<file path="config.mk">
export PLATFORM = sky130hd
export DESIGN_NAME = ctrl_pipe
export DESIGN_NICKNAME = d
export VERILOG_FILES = /design/src/rtl/ctrl_pipe.sv
export SDC_FILE = /design/constraint.sdc
export NUM_CORES = 1
export LEC_CHECK = 0
export ABC_AREA = 1
export CORE_MARGIN = 8
export CORE_UTILIZATION = 40
export CTS_CLUSTER_SIZE = 30
export DETAILED_ROUTE_END_ITERATION = 10
export DONT_BUFFER_PORTS = 1
export SETUP_SLACK_MARGIN = 0.1
export SLEW_MARGIN = 40
export SYNTH_ARGS = -nofsm -noshare
export SYNTH_HDL_FRONTEND = slang
export SYNTH_SLANG_ARGS = --single-unit
</file>
<file path="constraint.sdc">
create_clock -name clk -period 1.3 [get_ports clk]
set_input_delay 0.26 -clock clk [delete_from_list [all_inputs] [get_ports clk]]
set_output_delay 0.26 -clock clk [all_outputs]
set_load 0.05 [all_outputs]
</file>
<file path="src/rtl/ctrl_pipe.sv">
// Control-word pipeline: decode -> STAGES registered stages with stall/flush/kill,
// delay-slot tracking, gated write-back enable and a retire counter.
module ctrl_pipe #(
  parameter int STAGES = 3,
  parameter int CW     = 16,
  parameter int WE_BIT = 4,
  parameter int CNT_W  = 32
) (
  input  logic                 clk,
  input  logic                 resetn,
  input  logic                 in_valid,
  input  logic [CW-1:0]        in_ctrl,
  input  logic                 in_next_slot,
  input  logic [STAGES-1:0]    stall,
  input  logic [STAGES-1:0]    flush,
  input  logic [STAGES-1:0]    kill,
  output logic [STAGES*CW-1:0] out_ctrl,
  output logic [STAGES-1:0]    out_valid,
  output logic [STAGES-1:0]    out_in_slot,
  output logic                 wb_we,
  output logic [CNT_W-1:0]     retire_cnt,
  output logic                 stall_err
);

  logic [STAGES-1:0][CW-1:0] ctrl_q;
  logic [STAGES-1:0]         vld_q;
  logic [STAGES-1:0]         slot_q;
  logic                      nslot_q;
  logic [CNT_W-1:0]          cnt_q;
  logic                      err_q;

  // Word each stage i>=1 would take from stage i-1, with the kill applied.
  logic [STAGES-1:0][CW-1:0] fwd_ctrl;
  logic                      stall_bad;
  logic                      retire;

  // The last stage has nowhere to pass a killed word on to.
  logic unused_kill_last;
  assign unused_kill_last = kill[STAGES-1];

  always_comb begin
    fwd_ctrl  = '0;
    stall_bad = 1'b0;
    for (int i = 1; i < STAGES; i++) begin
      fwd_ctrl[i]         = ctrl_q[i-1];
      fwd_ctrl[i][WE_BIT] = ctrl_q[i-1][WE_BIT] & ~kill[i-1];
      stall_bad           = stall_bad | (stall[i] & ~stall[i-1]);
    end
  end

  assign retire = vld_q[STAGES-1] & ~stall[STAGES-1] & ~flush[STAGES-1];

  always_ff @(posedge clk) begin
    if (!resetn) begin
      ctrl_q  <= '0;
      vld_q   <= '0;
      slot_q  <= '0;
      nslot_q <= 1'b0;
      cnt_q   <= '0;
      err_q   <= 1'b0;
    end else begin
      if (flush[0]) begin
        ctrl_q[0] <= '0;
        vld_q[0]  <= 1'b0;
        slot_q[0] <= 1'b0;
        nslot_q   <= 1'b0;
      end else if (!stall[0]) begin
        ctrl_q[0] <= in_ctrl;
        vld_q[0]  <= in_valid;
        slot_q[0] <= nslot_q;
        nslot_q   <= in_next_slot;
      end

      for (int i = 1; i < STAGES; i++) begin
        if (flush[i] || (!stall[i] && stall[i-1])) begin
          // Flush, or bubble inserted below a stalled upstream stage.
          ctrl_q[i] <= '0;
          vld_q[i]  <= 1'b0;
          slot_q[i] <= 1'b0;
        end else if (!stall[i]) begin
          ctrl_q[i] <= fwd_ctrl[i];
          vld_q[i]  <= vld_q[i-1];
          slot_q[i] <= slot_q[i-1];
        end
      end

      if (retire) cnt_q <= cnt_q + CNT_W'(1);
      if (stall_bad) err_q <= 1'b1;
    end
  end

  assign out_ctrl    = ctrl_q;
  assign out_valid   = vld_q;
  assign out_in_slot = slot_q;
  assign wb_we       = ctrl_q[STAGES-1][WE_BIT] & vld_q[STAGES-1] & ~stall[STAGES-2];
  assign retire_cnt  = cnt_q;
  assign stall_err   = err_q;

endmodule

</file>
# Yosys cells after proc, flatten, opt, wreduce, memory -nomap -nowiden
# Cells that the tools add are included.
totals:
  input_bits: 29
  out_inout_bits: 88
  regBits: 88
  elab_cells: 38
classes:
  add_sub_neg: 1
  reduce_logical: 9
  bitwise_logic: 16
ops:
  columns: ["cell", "count"]
  rows:
  - ["adder 32 x 1 -> 32 bit (second input constant)", 1]
  - ["AND 1 bit", 8]
  - ["NOT 1 bit", 7]
  - ["OR reduction 2 bit", 3]
  - ["logical AND 1 bit", 2]
  - ["logical NOT 1 bit", 2]
  - ["logical OR 1 bit", 2]
  - ["OR 1 bit", 1]

# Depth between registers and ports, before layout
# Gate-level depths: netlist of run 1.
logic_depth:
  word_depth: 4
  ltp_mapped: 10

# Least setup slack after synthesis of run 1
# Ideal clock, no wire load.
synth_path:
  path_type: "register to register"
  start: "reg cnt_q[1] (netlist: retire_cnt[1])"
  end: "reg cnt_q[14] (netlist: retire_cnt[14])"
  t_required_ns: 1.184
  path_slack_ns: -0.446
  stages_incl_launch_ff: 9
  arrival_time_ns: 1.630
  setup_time_ns: 0.116
  path_cell_list: "dfxtp_1 -> ha_1 -> inv_1 -> nor2_4 -> nand3_2 -> nor2_2 -> nand2_1 -> o21ai_0 -> nor2_1"
synth_between:
  elab_chain_len: 1
synth_rtl:
  columns: ["item", "line_no", "rtl"]
  rows:
  - ["start: declaration", "29", "logic [CNT_W-1:0] cnt_q;"]
  - ["start signal: assignment", "87", "if (retire) cnt_q <= cnt_q + CNT_W'(1);"]
  - ["adder 32 x 1 -> 32 bit", "87", null]
# No other way between the ends.
# A chain may end at the register's enable or synchronous reset.

# Final worst setup path of run 1
layout_path:
  start: "reg vld_q[2] (netlist: out_valid[2])"
  end: "reg cnt_q[23] (netlist: retire_cnt[23])"
layout_between:
  elab_chain_len: 2
layout_rtl:
  columns: ["item", "line_no", "rtl"]
  rows:
  - ["start: declaration", "26", "logic [STAGES-1:0] vld_q;"]
  - ["start signal: indexed assignment", "82", "vld_q[i] <= vld_q[i-1];"]
  - ["AND 1 bit (2 in a row)", "51", "assign retire = vld_q[STAGES-1] & ~stall[STAGES-1] & ~flush[STAGES-1];"]
# No other way between the ends.

==> results of run 1 <==
-- flip-flops by register name, summed over array words and instances (netlist names) --
register	flops
out_ctrl	48
retire_cnt	32
out_in_slot	3
out_valid	3
nslot_q	1
stall_err	1
-- kinds of logic (layout without fill, tap and decap cells) --
group,after synthesis,in the layout
buffers and inverters,108,232
AO/OA/AOI/OAI,87,87
AND/OR/NAND/NOR,286,286
flip-flops,88,88
adder cells (fa/ha/maj),1,1
XOR/XNOR,4,4
-- power by group through the flow --
stage	registers (W)	logic (W)	clock network [W]
after floorplan	0.00277	0.000236	0
after global placement	0.00275	0.000261	0
after detailed placement	0.00275	0.000266	0
after CTS	0.00268	0.000317	0.00192
after global routing	0.00268	0.000367	0.00203
final	0.00268	0.000339	0.00185
-- layer usage --
layer	vias up	global-route usage [%]	wire (um)
met2	169	30.6	6480
met3	34	6.31	1150
met4	0	8.47	416
met5	-	0	0
met1	1917	19.1	4930
li1	2018	-	-
-- repair_timing --
action,CTS,global route
pin swaps,22,48
hold buffers,11,3
hold endpoints to repair,31,4
resized for setup,126,122
setup buffers,14,24
setup endpoints to repair,78,93
-- critical path, stage by stage, from the launching register on --
cell and delay [ns]:
sky130_fd_sc_hd__dfxtp_4 0.36, sky130_fd_sc_hd__buf_6 0.10, sky130_fd_sc_hd__nand2_4 0.05, sky130_fd_sc_hd__nor2_4 0.16, sky130_fd_sc_hd__buf_12 0.13, sky130_fd_sc_hd__buf_6 0.09
sky130_fd_sc_hd__nand3_4 0.07, sky130_fd_sc_hd__nor2_4 0.13, sky130_fd_sc_hd__nand4_1 0.11, sky130_fd_sc_hd__nand2_1 0.09, sky130_fd_sc_hd__nor2_1 0.05
-- metrics by stage --
step                      power, W  cell area [um^2]  setup TNS, ns
after floorplan            0.00300              4190         -0.185
after global placement     0.00301              4870              0
after detailed placement   0.00302              4870        -0.0658
after CTS                  0.00492              5740         -0.776
after global routing       0.00508              6350          -4.14
final                      0.00487              6350          -2.09
-- synth_stat cells --
master / instances
sky130_fd_sc_hd__o21ai_0: 12
sky130_fd_sc_hd__nand4_1: 10
sky130_fd_sc_hd__inv_2: 4
sky130_fd_sc_hd__nand2_2: 1
sky130_fd_sc_hd__buf_2: 8
sky130_fd_sc_hd__o21a_1: 1
sky130_fd_sc_hd__nand2_1: 175
sky130_fd_sc_hd__clkbuf_1: 5
sky130_fd_sc_hd__xnor2_1: 1
sky130_fd_sc_hd__nor3_2: 1
sky130_fd_sc_hd__nor2_2: 12
sky130_fd_sc_hd__o21ai_1: 1
sky130_fd_sc_hd__o21ai_2: 1
sky130_fd_sc_hd__a21oi_1: 70
sky130_fd_sc_hd__nor3_1: 5
sky130_fd_sc_hd__buf_1: 5
sky130_fd_sc_hd__nor2_4: 2
sky130_fd_sc_hd__buf_6: 1
sky130_fd_sc_hd__o211ai_2: 1
sky130_fd_sc_hd__nand3_1: 24
sky130_fd_sc_hd__nor2_1: 49
sky130_fd_sc_hd__inv_1: 55
sky130_fd_sc_hd__a211oi_1: 1
sky130_fd_sc_hd__dfxtp_1: 88
sky130_fd_sc_hd__ha_1: 1
sky130_fd_sc_hd__xor2_1: 3
sky130_fd_sc_hd__buf_4: 30
sky130_fd_sc_hd__nand3_2: 5
sky130_fd_sc_hd__nor3b_1: 2
-- layout by cell type (no fill, tap or decap), drive strengths merged --
cell          instances
nand2               176
dfxtp                88
clkbuf                9
xnor2                 1
clkinvlp              1
nor3                  6
a21oi                70
clkinv                1
a211oi                1
o21ai                14
nor2                 63
buf                 144
nor3b                 2
nand4                10
dlygate4sd3          12
o21a                  1
xor2                  3
dlymetal6s4s          1
nand3                29
o211ai                1
ha                    1
inv                  64
-- area by class of cell --
| type | count | area [um^2] | area share, % |
|---|---|---|---|
| multi-input combinational | 378 | 2130 | 33.6 |
| clock buffer | 9 | 124 | 1.95 |
| clock inverter | 7 | 62.6 | 0.985 |
| timing repair buffer | 157 | 1730 | 27.3 |
| sequential | 88 | 1910 | 30.1 |
| tap | 133 | 166 | 2.62 |
| inverter | 59 | 226 | 3.56 |
-- worst max-delay path by stage --
stage | from | depth (start not counted) | to | slack [ns]
after floorplan | retire_cnt[1]$_SDFFE_PN0P_ | 8 | retire_cnt[14]$_SDFFE_PN0P_ | -0.06
after global placement | retire_cnt[1]$_SDFFE_PN0P_ | 9 | retire_cnt[26]$_SDFFE_PN0P_ | 0.006
after detailed placement | retire_cnt[1]$_SDFFE_PN0P_ | 8 | retire_cnt[30]$_SDFFE_PN0P_ | -0.02
after CTS | out_valid[2]$_SDFFE_PP0N_ | 4 | wb_we | -0.11
after global routing | out_valid[2]$_SDFFE_PP0N_ | 10 | retire_cnt[23]$_SDFFE_PN0P_ | -0.24
final | out_valid[2]$_SDFFE_PP0N_ | 10 | retire_cnt[23]$_SDFFE_PN0P_ | -0.15
==> flow_summary.toml, run 1 <==
[layout]
insertedDiodeCount = 0
layout.filler_cells = 777
area_grow_syn2layout_pct = 57.9
nNetsFinal = 723
drive_gt1_share_pct = 44.3
utilization_pct = 65.0
final_cell_count_no_fill = 831

[floorplan]
floorplan.initialDensity_pct = 41.2
die_height_um = 116
ioPinCount = 117
design.die.area_um2 = 13500
coreArea_um2 = 9770
floorplan.rows = 36
die-width_um = 116

[worst_setup_path]
crit_required_ns = 1.57
worstSetupStartpointType = "flop"
worst-path-max-fanout = 3
crit_arrival_ns = 1.72
endpoint_kind = "flop"
r2r.worst_path.cells = 10
setup.reg_to_reg.worst_slack_ns = -0.15
setup.worst_path.class = "flop to flop"
regToRegStartpoint = "out_valid[2]$_SDFFE_PP0N_"
capture_instance_of_the_worst_register_to_register_path = "retire_cnt[23]$_SDFFE_PN0P_"

[timing]
final_hold_viol_count = 0
layout_min_cycle_time_ns = 1.45
period_share_pct = 111
setup_viol = 27
worst_slew_margin_rel_pct = 43.4
final_max_slew_violation_count = 0
final_critical_path_setup_slack_ns = -0.149
unrepaired_setup_endpoints_after_global_routing = "yes"
fmax_mhz = 690
hold_slack_ns = 0.0135
max_slew.worst_pin.slew_ns = 0.848
final.setup_skew_ns = 0.00793

[global_routing]
grt_start_max_net_pins = 23
grt_overflow_total = 0
initial_antenna_violation_count = 0
first_global_vias = 3914
grt_util_all_layers_pct = 17.8
grt_pass1_wl_um = 19100

[clock_network]
cts_made_buffers = 9
clk-insertion-delay-late_ns = 0.36
clock_transition_at_path_regs_ns = 0.10
cts_max_level = 3
tritoncts = "done"
clock-sinks = 88
clockBufferDepth = 2
clockRootBuffer = "sky130_fd_sc_hd__clkbuf_8"

[synthesis]
synth.ff_latch_count = 88
post_synth_num_cell_types = 29
synth_nets = 604
combinational_family_with_the_most_area_after_synthesis = "simple AND/OR/NAND/NOR gates"
synth_area_leaders = "sky130_fd_sc_hd__dfxtp_1 (44%), sky130_fd_sc_hd__nand2_1 (16%), sky130_fd_sc_hd__a21oi_1 (8.7%)"
avgSynthCellArea_um2 = 7.01
yosys.area.top_type_share_pct = 43.8
synthXorXnorAreaFrac_pct = 0.871
synth_largest_area_cell = "sky130_fd_sc_hd__dfxtp_1"
yosysSeqAreaShare_pct = 43.8
synth.cell_area_um2 = 4020
synth_adder_area_share_pct = 0.311
synthesis.instances = 574
synthSimpleGateAreaFrac_pct = 30.5
synth.area.mux_share_pct = 0
yosys_warnings = 0
synth-compound-area-share_pct = 11.2

[hold_path]
worstHoldEndpoint = "out_ctrl[27]$_SDFFE_PP0N_"
holdCritPathClass = "input pin to flop"
hold_path_startpoint = "stall[1]"
hold_depth = 2

[routing]
dr.first_iter.drc_count = 256
drt-vias-per-instance = 4.98
drt_first_pass_iters = 4
antenna_violating_nets_post_route = 0
vias = 4138
wirelength_per_cell_um = 15.6
route.detailed.drc = 0
wl_um = 13000

[power]
share_seq_of_total_power_pct = 55.1
cellLeakagePower_nw = 2.55
power_frac_clock_pct = 38.0
combinational_fraction_of_design_power_pct = 7.0
cellInternalPower_w = 0.00351
cellPowerDensity_nw_per_um2 = 766
net-switching-power_w = 0.00135
switching_share_pct = 27.8
irDropWorstVdd_mv = 0.674

[placement]
dpl.cell_count = 765
pre_cts_ws_ns = -0.0209
post-dp-hpwl_um = 8110
gpl.final_weighted_congestion = 0.873
port_buffers = 0

[run]
timing.max_cap.violations = 0

[status]
status = "complete, but fails checks"
violated_checks = "setup timing"
Note: power is estimated with default switching activity, not from simulation.
==> run 2, diff against run 1 <==
Settings changed: BUFFER_PORTS_ARGS set to -buffer_cell sky130_fd_sc_hd__buf_4, DONT_BUFFER_PORTS 1 to not set, GPL_TIMING_DRIVEN set to 0, PLACE_DENSITY set to 0.67.
==> run 2 against run 1 <==
Compared with the run above:
- the flow still finishes with violations (setup timing)
- cell area grew 1.1%
- critical path depth shrank 1
- maximum frequency up 3.8%
- wire length fell by 4.1%
- die area is the same
- hold slack gained 0.11 ns
- clock skew increased by 0.0045 ns
- critical endpoint is now retire_cnt[10]$_SDFFE_PN0P_
- largest power group unchanged
- combinational power is 30% higher
- sequential power about the same
- first-iteration DRC count down 16%
- clock power grew 3%
- clock-buffer cell count is 2 higher
==> flow_summary.toml, run 2 (synthesized netlist as in run 1, its figures left out) <==
[worst_setup_path]
crit_arrival_ns = 1.66
timing.critical_path.max_delay_family = "simple AND/OR/NAND/NOR gates"
crit_required_ns = 1.57
worstSetupStartpointType = "flop"
setup.worst_path.class = "flop to flop"
endpoint_kind = "flop"
timing.critical_path.buf_inv = 2
capture_instance_of_the_worst_register_to_register_path = "retire_cnt[10]$_SDFFE_PN0P_"
regToRegStartpoint = "retire_cnt[0]$_SDFFE_PN0P_"
critical-path-max-stage-delay_ns = 0.39
setup.reg_to_reg.worst_slack_ns = -0.1
timing.critical_path.cells = "ha_4 > inv_4 > nor2_4 > nand2_4 > nor2_4 > buf_4 > nand2_2 > o21ai_1 > a21oi_1"
critical_path.most_common_cell = "sky130_fd_sc_hd__nor2_4"
timing.critical_path.slowest_stage_cell = "sky130_fd_sc_hd__dfxtp_4"
worst-path-max-fanout = 4
r2r.worst_path.cells = 9

[timing]
final.setup_skew_ns = 0.0124
final_hold_viol_count = 0
max_slew.worst_pin.slew_ns = 0.655
worst_slew_margin_rel_pct = 56.3
hold_slack_ns = 0.124
setup_viol = 18
final_max_slew_violation_count = 0
aggregate_negative_setup_slack_ns = -0.712
fmax_mhz = 717
period_share_pct = 107
layout_min_cycle_time_ns = 1.40
final_critical_path_setup_slack_ns = -0.0956
unrepaired_setup_endpoints_after_global_routing = "yes"

[hold_path]
hold_depth = 3
holdCritPathClass = "input pin to flop"
worstHoldEndpoint = "out_ctrl[10]$_SDFFE_PP0N_"
hold_path_startpoint = "in_ctrl[10]"

[routing]
wirelength_per_cell_um = 14.5
antenna_violating_nets_post_route = 0
vias = 4094
wl_um = 12400
drt-vias-per-instance = 4.77
route.detailed.drc = 0
dr.first_iter.drc_count = 215
drt_first_pass_iters = 5

[status]
violated_checks = "setup timing"
status = "complete, but fails checks"

[placement]
gpl.final_weighted_congestion = 0.898
dpl_cell_area_um2 = 5210
port_buffers = 113
post-dp-hpwl_um = 8800

[power]
cellLeakagePower_nw = 2.62
irDropWorstVdd_mv = 0.768
cellPowerDensity_nw_per_um2 = 783

[floorplan]
die_height_um = 116
floorplan.rows = 36
floorplan.initialDensity_pct = 41.2
ioPinCount = 117
design.die.area_um2 = 13500
coreArea_um2 = 9770
die-width_um = 116

[layout]
most-common-layout-cells = "sky130_fd_sc_hd__nand2_1 (167), sky130_fd_sc_hd__buf_4 (71), sky130_fd_sc_hd__a21oi_1 (69)"
nNetsFinal = 750
area_grow_syn2layout_pct = 59.6
leading_cell_type_in_the_layout_fill_and_taps_excluded = "sky130_fd_sc_hd__nand2_1"
insertedDiodeCount = 0
layout.cell_area.non_filler_um2 = 6420
utilization_pct = 65.7
largest_register_ffs = 48
drive_gt1_share_pct = 45.9

[clock_network]
clockRootBuffer = "sky130_fd_sc_hd__clkbuf_8"
clockBufferDepth = 2
tritoncts = "done"
clock_transition_at_path_regs_ns = 0.09
clk-insertion-delay-late_ns = 0.37
cts_made_buffers = 9
cts_max_level = 3
clock-sinks = 88

[global_routing]
grt_overflow_total = 0
grt_util_all_layers_pct = 18.2
first_global_vias = 4087
grt_start_max_net_pins = 16
grt_pass1_wl_um = 19400
initial_antenna_violation_count = 0

[run]
timing.max_cap.violations = 0
-- run 2: changes by cell type in the layout (fill, tap and decap cells not counted), sizes merged --
cell          before  now
inv               64   62
clkinv             1    2
clkbuf             9   16
buf              144  179
clkinvlp           1    0
dlymetal6s4s       1    0
dlygate4sd3       12    0
-- run 2: how the worst max path moves through the flow --
stage                                          start                          end  depth (start not counted)
after floorplan           retire_cnt[1]$_SDFFE_PN0P_  retire_cnt[14]$_SDFFE_PN0P_                          8
after global placement                      stall[2]    out_ctrl[41]$_SDFFE_PP0N_                          5
after detailed placement                    stall[2]    out_ctrl[42]$_SDFFE_PP0N_                          5
after CTS                 retire_cnt[1]$_SDFFE_PN0P_  retire_cnt[28]$_SDFFE_PN0P_                          8
after global routing      retire_cnt[1]$_SDFFE_PN0P_  retire_cnt[24]$_SDFFE_PN0P_                          9
final                     retire_cnt[0]$_SDFFE_PN0P_  retire_cnt[10]$_SDFFE_PN0P_                          9
-- run 2: timing repair --
item	CTS	global route
resized for setup	185	68
setup buffers	42	11
pin swaps	11	24
hold endpoints to repair	0	0
hold buffers	0	0
setup endpoints to repair	99	64
-- run 2: area by class of cell --
class | count | area (um^2)
Buffer | 19 | 90.1
Clock buffer | 11 | 163
Clock inverter | 5 | 35.0
Fill cell | 782 | 3350
Inverter | 59 | 224
Multi-Input combinational cell | 378 | 2030
Sequential cell | 88 | 1940
Tap cell | 133 | 166
Timing Repair Buffer | 165 | 1780
-- run 2: per-layer routing --
layer,global-route usage [%],share of wire (%),vias up
met5,0,0,-
met4,8.82,1.9,0
met3,6.05,7.5,18
met2,30.7,49,118
met1,20.3,42,1879
li1,-,-,2079
-- run 2: where the power goes --
| part | switching, W | total (W) | internal (W) |
|---|---|---|---|
| logic | 0.000264 | 0.000442 | 0.000178 |
| registers | 0.0000242 | 0.00268 | 0.00266 |
| clock network | 0.00103 | 0.00191 | 0.000873 |
-- run 2: worst register-to-register path: cells and delay by family (launching register included) --
kind	cells	cell delay [ns]
compound gates	2	0.15
fa+ha+maj	1	0.15
buf+inv	2	0.17
flops	1	0.39
simple gates	4	0.43
-- run 2: per-stage QoR --
stage | total power (W) | instances | worst slack, ns
after CTS | 0.00506 | 848 | -0.0720
after detailed placement | 0.00315 | 820 | -0.152
after floorplan | 0.00300 | 574 | -0.0554
final | 0.00503 | 858 | -0.0956
after global routing | 0.00520 | 858 | -0.192
after global placement | 0.00315 | 820 | -0.137
==> run 3, diff against run 2 <==
Settings changed: CORE_UTILIZATION 40 to 35, PLACE_DENSITY 0.67 to not set.
==> run 3 against run 2 <==
Compared with the run above:
- the flow still finishes with violations (setup timing)
- global-route usage shrank 1.4 points
- non-clock buffer count grew 5
- critical path depth shrank 1
- combinational power is essentially flat
- highest routed layer unchanged
==> flow_summary.toml, run 3 (synthesized netlist as in run 1, its figures left out) <==
[status]
status = "complete, but fails checks"
violated_checks = "setup timing"

[worst_setup_path]
crit_arrival_ns = 1.60
setup.worst_path.class = "flop to flop"
crit_required_ns = 1.53
worst-path-max-fanout = 4
endpoint_kind = "flop"
worstSetupStartpointType = "flop"

[routing]
drt_first_pass_iters = 4
route.detailed.drc = 0
antenna_violating_nets_post_route = 0
vias = 4047
wirelength_per_cell_um = 14.2
drt-vias-per-instance = 4.64
wl_um = 12400
dr.first_iter.drc_count = 213

[timing]
worst_slew_margin_rel_pct = 53.6
hold_slack_ns = 0.169
final_max_slew_violation_count = 0
layout_min_cycle_time_ns = 1.37
unrepaired_setup_endpoints_after_global_routing = "yes"
final.setup_skew_ns = 0.00679
final_critical_path_setup_slack_ns = -0.0737
setup_viol = 16
fmax_mhz = 728
max_slew.worst_pin.slew_ns = 0.697
period_share_pct = 106
final_hold_viol_count = 0

[placement]
dpl_cell_area_um2 = 5220
gpl.final_weighted_congestion = 0.815
dpl.cell_count = 830
port_buffers = 113
post-dp-hpwl_um = 8850

[clock_network]
clockBufferDepth = 2
tritoncts = "done"
clock_transition_at_path_regs_ns = 0.07
cts_made_buffers = 9
clock-sinks = 88
clockRootBuffer = "sky130_fd_sc_hd__clkbuf_16"
postCtsHoldBufs = 0
clk-insertion-delay-late_ns = 0.34
cts_max_level = 3

[layout]
layout.cell_area.non_filler_um2 = 6440
utilization_pct = 56.9
area_grow_syn2layout_pct = 60.2
most-common-layout-cells = "sky130_fd_sc_hd__nand2_1 (162), sky130_fd_sc_hd__buf_4 (104), sky130_fd_sc_hd__a21oi_1 (70)"
nNetsFinal = 755
largest_register_ffs = 48
drive_gt1_share_pct = 45.9
final_cell_count_no_fill = 873
leading_cell_type_in_the_layout_fill_and_taps_excluded = "sky130_fd_sc_hd__nand2_1"
insertedDiodeCount = 0
layout.filler_cells = 1046

[global_routing]
grt_start_max_net_pins = 17
grt_overflow_total = 0
grt_util_all_layers_pct = 16.8
grt_pass1_wl_um = 20300
initial_antenna_violation_count = 0
first_global_vias = 4259

[floorplan]
floorplan.initialDensity_pct = 35.5
ioPinCount = 117
design.die.area_um2 = 15200
die_height_um = 123
coreArea_um2 = 11300
floorplan.rows = 39
die-width_um = 123

[run]
timing.max_cap.violations = 0

[power]
cellPowerDensity_nw_per_um2 = 906
cellLeakagePower_nw = 2.66
total_power_w = 0.00584
irDropWorstVdd_mv = 0.591

[hold_path]
holdCritPathClass = "input pin to flop"
-- run 3: repair_timing --
item / in CTS / in global routing
setup buffers: 43 / 16
pin swaps: 16 / 24
setup endpoints to repair: 62 / 72
resized for setup: 147 / 60
-- run 3: worst max-delay path, stage by stage (launching register included) --
cell,delay [ns]
sky130_fd_sc_hd__dfxtp_4,0.38
sky130_fd_sc_hd__ha_4,0.15
sky130_fd_sc_hd__inv_4,0.04
sky130_fd_sc_hd__nor2_4,0.15
sky130_fd_sc_hd__nand3_4,0.14
sky130_fd_sc_hd__buf_4,0.17
sky130_fd_sc_hd__buf_6,0.11
sky130_fd_sc_hd__o21ai_2,0.09
sky130_fd_sc_hd__a21oi_1,0.05
-- run 3: final cells by class --
| class | instances | area [um^2] | share of cell area [%] |
|---|---|---|---|
| inverters | 59 | 224 | 3.48 |
| multi-input cells | 378 | 2060 | 31.9 |
| clock inverters | 6 | 71.3 | 1.11 |
| repair buffers | 169 | 1670 | 25.9 |
| clock buffers | 10 | 239 | 3.71 |
| flip-flops and latches | 88 | 1910 | 29.6 |
| plain buffers | 20 | 97.6 | 1.51 |
| well taps | 143 | 179 | 2.78 |
-- run 3: per-layer routing --
metal | part of all wire [%] | routed length (um) | track usage (%) | vias up
li1 | - | - | - | 2088
met1 | 43 | 5300 | 19.4 | 1846
met4 | 1.4 | 173 | 5.79 | 0
met3 | 7.6 | 946 | 5.89 | 16
met5 | 0 | 0 | 0 | -
met2 | 48 | 6000 | 28.4 | 97
-- run 3: final timing paths --
kind,from,end,slack (ns),cells after the start
worst max-delay path,retire_cnt[0]$_SDFFE_PN0P_,retire_cnt[8]$_SDFFE_PN0P_,-0.07,8
worst min-delay path,in_ctrl[9],out_ctrl[9]$_SDFFE_PP0N_,0.17,3
worst min register to register,nslot_q$_SDFFE_PP0N_,out_in_slot[0]$_SDFFE_PP0N_,0.45,2
worst max register to register,retire_cnt[0]$_SDFFE_PN0P_,retire_cnt[8]$_SDFFE_PN0P_,-0.07,8
-- run 3: power by group --
group,leakage (nW),switching (W),internal [W],total (W)
Clock,0.154,0.00114,0.00157,0.00270
Sequential,0.751,0.0000233,0.00267,0.00269
Combinational,1.75,0.000266,0.000175,0.000441
Total,2.66,0.00142,0.00441,0.00584
-- run 3: stage by stage --
stage                     setup WS (ns)  setup TNS [ns]
final                           -0.0737          -0.610
after global routing             -0.145           -2.11
after CTS                       -0.0609          -0.293
after detailed placement         -0.152           -4.12
after global placement           -0.114           -3.22
after floorplan                 -0.0554          -0.185
